## src/rtl/cond_pkg.sv

```systemverilog
// ============================================================================
// Module      : cond_pkg
// Description : Shared types and field indices for the conditional-execution
//               unit (condition encodings, flag and FlagW bit positions).
// Revision    : 1.0 - initial release
// ============================================================================
`default_nettype none

package cond_pkg;

    typedef enum logic [3:0] {
        EQ = 4'b0000,
        NE = 4'b0001,
        CS = 4'b0010,
        CC = 4'b0011,
        MI = 4'b0100,
        PL = 4'b0101,
        VS = 4'b0110,
        VC = 4'b0111,
        HI = 4'b1000,
        LS = 4'b1001,
        GE = 4'b1010,
        LT = 4'b1011,
        GT = 4'b1100,
        LE = 4'b1101,
        AL = 4'b1110,
        NV = 4'b1111
    } cond_e;

    localparam int FLAG_Z = 3;
    localparam int FLAG_N = 2;
    localparam int FLAG_C = 1;
    localparam int FLAG_V = 0;

    localparam int FW_NZ = 1;
    localparam int FW_CV = 0;

endpackage

`default_nettype wire

```

## src/rtl/cond_unit_cond_check.sv

```systemverilog
// ============================================================================
// Module      : cond_check
// Description : Combinational ARM condition-field evaluator: Cond against the
//               {Z,N,C,V} flags, producing the pass bit (NV always fails).
// Revision    : 1.0 - initial release
// ============================================================================
`default_nettype none

module cond_check
    import cond_pkg::*;
(
    input  logic [3:0] Cond,
    input  logic [3:0] Flags,
    output logic       CondEx
);

    logic  w_z, w_n, w_c, w_v;
    cond_e w_cond;

    assign w_z    = Flags[FLAG_Z];
    assign w_n    = Flags[FLAG_N];
    assign w_c    = Flags[FLAG_C];
    assign w_v    = Flags[FLAG_V];
    assign w_cond = cond_e'(Cond);

    always_comb begin
        CondEx = 1'b0;
        case (w_cond)
            EQ:      CondEx = w_z;
            NE:      CondEx = ~w_z;
            CS:      CondEx = w_c;
            CC:      CondEx = ~w_c;
            MI:      CondEx = w_n;
            PL:      CondEx = ~w_n;
            VS:      CondEx = w_v;
            VC:      CondEx = ~w_v;
            HI:      CondEx = w_c & ~w_z;
            LS:      CondEx = ~w_c | w_z;
            GE:      CondEx = ~(w_n ^ w_v);
            LT:      CondEx = w_n ^ w_v;
            GT:      CondEx = ~w_z & ~(w_n ^ w_v);
            LE:      CondEx = w_z | (w_n ^ w_v);
            AL:      CondEx = 1'b1;
            default: CondEx = 1'b0;
        endcase
    end

endmodule

`default_nettype wire

```

## src/rtl/cond_unit.sv

```systemverilog
// ============================================================================
// Module      : cond_unit
// Description : Condition flags, saved-flags copy and write-strobe gating for
//               the single-cycle ARMv4 core. Optional statistics counters are
//               built when COND_STATS_EN is defined.
// Revision    : 1.0 - initial release
// ============================================================================
`default_nettype none

module cond_unit
    import cond_pkg::*;
#(
    parameter int CNT_W = 32
) (
    input  logic             clk,
    input  logic             reset,
    input  logic [3:0]       Cond,
    input  logic [3:0]       ALUFlags,
    input  logic [1:0]       FlagW,
    input  logic             PCS,
    input  logic             RegW,
    input  logic             MemW,
    input  logic             NoWrite,
    input  logic             Save,
    input  logic             Restore,
    output logic             PCSrc,
    output logic             RegWrite,
    output logic             MemWrite,
    output logic             CondEx,
    output logic [3:0]       Flags,
    output logic [3:0]       SavedFlags
`ifdef COND_STATS_EN
    ,
    input  logic             StatClr,
    output logic [CNT_W-1:0] ExecCount,
    output logic [CNT_W-1:0] SkipCount
`endif
);

    logic [3:0] r_flags_q, w_flags_d;
    logic [3:0] r_saved_q, w_saved_d;
    logic       w_cond_ex;

    // Evaluated against the registered flags, so an instruction never sees its own update.
    cond_check u_cond_check (
        .Cond   (Cond),
        .Flags  (r_flags_q),
        .CondEx (w_cond_ex)
    );

    assign CondEx     = w_cond_ex;
    assign PCSrc      = PCS  & w_cond_ex & ~reset;
    assign RegWrite   = RegW & w_cond_ex & ~NoWrite & ~reset;
    assign MemWrite   = MemW & w_cond_ex & ~reset;
    assign Flags      = r_flags_q;
    assign SavedFlags = r_saved_q;

    always_comb begin
        w_flags_d = r_flags_q;
        if (w_cond_ex && FlagW[FW_NZ]) begin
            w_flags_d[FLAG_Z] = ALUFlags[FLAG_Z];
            w_flags_d[FLAG_N] = ALUFlags[FLAG_N];
        end
        if (w_cond_ex && FlagW[FW_CV]) begin
            w_flags_d[FLAG_C] = ALUFlags[FLAG_C];
            w_flags_d[FLAG_V] = ALUFlags[FLAG_V];
        end
        // Exception return wins over any flag-setting instruction in the same cycle.
        if (Restore) begin
            w_flags_d = r_saved_q;
        end
        w_saved_d = Save ? r_flags_q : r_saved_q;
    end

    always_ff @(posedge clk) begin
        if (reset) begin
            r_flags_q <= 4'b0000;
            r_saved_q <= 4'b0000;
        end else begin
            r_flags_q <= w_flags_d;
            r_saved_q <= w_saved_d;
        end
    end

`ifdef COND_STATS_EN
    localparam logic [CNT_W-1:0] c_cnt_max = {CNT_W{1'b1}};
    localparam logic [CNT_W-1:0] c_cnt_one = {{(CNT_W-1){1'b0}}, 1'b1};

    logic [CNT_W-1:0] r_exec_q, w_exec_d;
    logic [CNT_W-1:0] r_skip_q, w_skip_d;

    always_comb begin
        w_exec_d = r_exec_q;
        w_skip_d = r_skip_q;
        if (StatClr) begin
            w_exec_d = '0;
            w_skip_d = '0;
        end else if (w_cond_ex) begin
            if (r_exec_q != c_cnt_max) w_exec_d = r_exec_q + c_cnt_one;
        end else begin
            if (r_skip_q != c_cnt_max) w_skip_d = r_skip_q + c_cnt_one;
        end
    end

    always_ff @(posedge clk) begin
        if (reset) begin
            r_exec_q <= '0;
            r_skip_q <= '0;
        end else begin
            r_exec_q <= w_exec_d;
            r_skip_q <= w_skip_d;
        end
    end

    assign ExecCount = r_exec_q;
    assign SkipCount = r_skip_q;
`else
    localparam int c_unused_cnt_w = CNT_W;
`endif

endmodule

`default_nettype wire

```

## config.mk

```make
export PLATFORM = sky130hd
export DESIGN_NAME = cond_unit
export DESIGN_NICKNAME = d
export VERILOG_FILES = /design/src/rtl/cond_pkg.sv /design/src/rtl/cond_unit_cond_check.sv /design/src/rtl/cond_unit.sv
export SDC_FILE = /design/constraint.sdc
export NUM_CORES = 1
export LEC_CHECK = 0
export ABC_AREA = 1
export CORE_MARGIN = 10
export CORE_UTILIZATION = 30
export DETAILED_ROUTE_END_ITERATION = 10
export PLACE_DENSITY_LB_ADDON = 0.1
export SETUP_SLACK_MARGIN = 0.2
export SYNTH_ARGS = -nofsm -noshare
export SYNTH_HDL_FRONTEND = slang
export SYNTH_SLANG_ARGS = --single-unit
```

## constraint.sdc

```tcl
create_clock -name clk -period 1.7 [get_ports clk]
set_input_delay 0.255 -clock clk [delete_from_list [all_inputs] [get_ports clk]]
set_output_delay 0.255 -clock clk [all_outputs]
set_load 0.05 [all_outputs]
```

==> results by group <==
Routing
  • Detail Route Antenna Nets: 0
  • Routed len/inst: 11.6 µm
  • DRC viols: 0
  • Routed vias/inst: 4.58
  • Initial DRC Count: 34
  • First-pass DRT Iterations: 4
  • Vias: 811
  • Aggregate routed wire length: 2.06 mm

Logic synthesis
  • Synth cell types: 13
  • Most instantiated library cell after synthesis: nand2_1
  • Cell area after synthesis: 597 µm²
  • Top cells by area, synth: dfxtp_1 27%, nand2_1 26%, inv_1 8.8%
  • EDFF count, synth: 0
  • Avg Cell Area, Syn: 5.58 µm²
  • Ys async rst share: 0
  • Register area share after synthesis: 0.268
  • Cells after Synth: 107
  • Commonest cells in the synthesized netlist: 41 x nand2_1, 14 x inv_1, 13 x nor2_1, 10 x nand3_1, 9 x a21oi_1
  • Ys flop type: dfxtp_1
  • Post-synth top area share: 0.268
  • XOR/XNOR Fraction of Synth Area: 0
  • Post-Synth Simple-Gate Area: 0.495
  • Share of the synthesized area in compound gates (AO/OA/AOI/OAI): 0.136
  • Yosys warning total: 0
  • Adder-Cell Fraction of Synth Area: 0
  • Mux share of post-synthesis cell area: 0
  • Post-Syn Nets: 125
  • Dominant combinational cell family by area after synthesis: simple AND/OR/NAND/NOR gates
  • #FFs+latches synth: 8
  • Area leader, netlist: dfxtp_1

Clock tree
  • Clock sink total: 8
  • Num CTS Buffers: 3
  • Clock transition at the registers of the reported paths: 0.06 ns
  • Clock Latency Late Sink: 0.26 ns
  • CTS tree: yes
  • CTS H-tree lvls: 1
  • Cts hold-fix bufs: 0
  • Root cell of the clock tree: clkbuf_4
  • Clk buf depth: 2

Die
  • I/O pin count: 30
  • Initial Util: 0.311
  • Full die area: 4170 µm²
  • Cell row count: 16
  • DIE WIDTH: 64.6 µm
  • Core ar.: 1920 µm²
  • Die H: 64.6 µm

STA
  • Max_slew headroom: 0.777
  • Worst Tran Pin Value: 0.334 ns
  • Max Clock Freq: 0.543 GHz
  • Final Max Slew Viols: 0
  • # setup viols final: 4
  • WHS: 0.547 ns
  • RSZ-0062 raised after global routing: yes
  • Setup TNS: -0.393 ns
  • Fin. Hold Viols: 0
  • Final min period: 1.84 ns
  • Final Cycle Share: 1.08
  • Fin Clk Skew: 0.00907 ns
  • Final WS setup: -0.141 ns

Run status
  • Failing checks: setup timing
  • Outcome: finished with violations

Placement
  • Routability cong.: 0.926
  • Cells after DPL: 168
  • I/O Buffers: 29
  • Post-DP HPWL: 1.64 mm

Global route
  • GR Util met1: 0.100
  • Initial antenna violation count: 0
  • Met3 Use GR: 0.0292
  • Largest net degree at the start of global routing: 13
  • GRT Max-Usage Layer: met2
  • Met2 Track Usage GR: 0.185
  • GRT Total Usage: 0.0981
  • Overflow left after global routing: 0
  • First-pass GRT wire length: 3.47 mm
  • Vias in the first global route: 844

Final layout
  • Non-Filler Instances: 177
  • Fin util: 0.582
  • Area of the multi-input gates: 442 µm²
  • Layout area overhead: 87.4%
  • Filler Cells Inserted: 206
  • Register area: 175 µm²
  • N_diodes: 0
  • Layout cell share with drive strength beyond 1: 0.347
  • Nets: 169

Min path
  • Hold crit path type: reg2reg
  • HP Start: SavedFlags[1]$_SDFFE_PP0P_
  • Worst Hold Path EP: SavedFlags[1]$_SDFFE_PP0P_
  • Cells on Worst Hold Path: 2

Critical path
  • R2R cell count: 13
  • Startpoint types: register
  • Worst r2r dst: Flags[0]$_SDFFE_PP0P_
  • CP Data Required Time: 1.44 ns
  • Worst r2r src: Flags[2]$_SDFFE_PP0P_
  • CP endpoint kind: primary output
  • Crit. Startpoint: Flags[2]$_SDFFE_PP0P_
  • FF-to-FF setup slack: 0.23 ns
  • Worst Path Arrival: 1.59 ns
  • CP Max Fanout: 4
  • WS Path Type: reg2out

Power and ir drop
  • VDD IR max: 0.000425 V
  • LEAKAGE: 0.563 nW
  • Power Dens Cells: 670 nW/µm²

Run
  • Max cap viols: 0
==> cells in the final DEF (no fill, tap or decap), drive strengths merged <==
master	Yosys	layout
nor2	14	14
nand3	10	10
clkdlybuf4s50	0	13
nor3b	1	1
clkbuf	0	5
a21oi	10	10
inv	14	14
dfxtp	8	8
nand2	44	44
nor3	1	1
buf	1	23
o21ai	4	4
dlygate4sd2	0	3
==> through the flow <==
stage               instance area [µm²]  power [mW]  setup WS [ns]
CTS                                1080       0.741         -0.157
finish                             1120       0.749         -0.141
global placement                   1030       0.567         -0.414
detailed placement                 1030       0.569         -0.442
floorplan                           646       0.423         -0.183
global route                       1120       0.795         -0.230
==> critical path: stages (launching register included) <==
cell,delay [ns]
dfxtp_4,0.37
inv_4,0.04
nand2_2,0.06
nand2_2,0.06
nand2_2,0.06
nand3_1,0.07
nand2_1,0.09
nor2_2,0.06
nand2_4,0.06
nand2_4,0.06
nor3b_4,0.23
buf_12,0.16
==> how the worst max path moves through the flow <==
stage                    end
detailed placement  RegWrite
global route        RegWrite
finish              RegWrite
global placement    RegWrite
floorplan           RegWrite
CTS                 RegWrite
==> cell families (layout without fill, tap and decap cells) <==
kind of cell           Yosys count  after routing
AOI/OAI and AO/OA               14             14
and+or+nand+nor                 70             70
buffers and inverters           15             58
DFF                              8              8
==> flip-flops by register name, summed over array words and instances, names as in the netlist <==
signal,flops
SavedFlags,4
Flags,4
==> routing by layer <==
layer	wire length [µm]	up-vias
met5	0	-
met4	13	0
met3	133	2
met2	1120	23
met1	789	364
li1	-	422
==> power by group <==
| group | internal (mW) | total [mW] | switching [mW] |
|---|---|---|---|
| Clock | 0.0901 | 0.159 | 0.0688 |
| Combinational | 0.157 | 0.369 | 0.212 |
| Sequential | 0.204 | 0.221 | 0.0172 |
| Total | 0.451 | 0.749 | 0.298 |
==> layout make-up <==
class / count / share of cell area
Inverter: 14 / 0.0515
Sequential cell: 8 / 0.157
Multi-Input combinational cell: 84 / 0.395
Clock buffer: 4 / 0.0235
Timing Repair Buffer: 40 / 0.343
Tap cell: 27 / 0.0302
==> what timing repair did <==
action                                  in CTS  in global routing
pin swaps                                    3                  5
gates resized for setup                      9                  8
endpoints found under the setup margin       8                  8
buffers inserted                             3                  2
No activity file was read; power rests on OpenSTA's default activity.
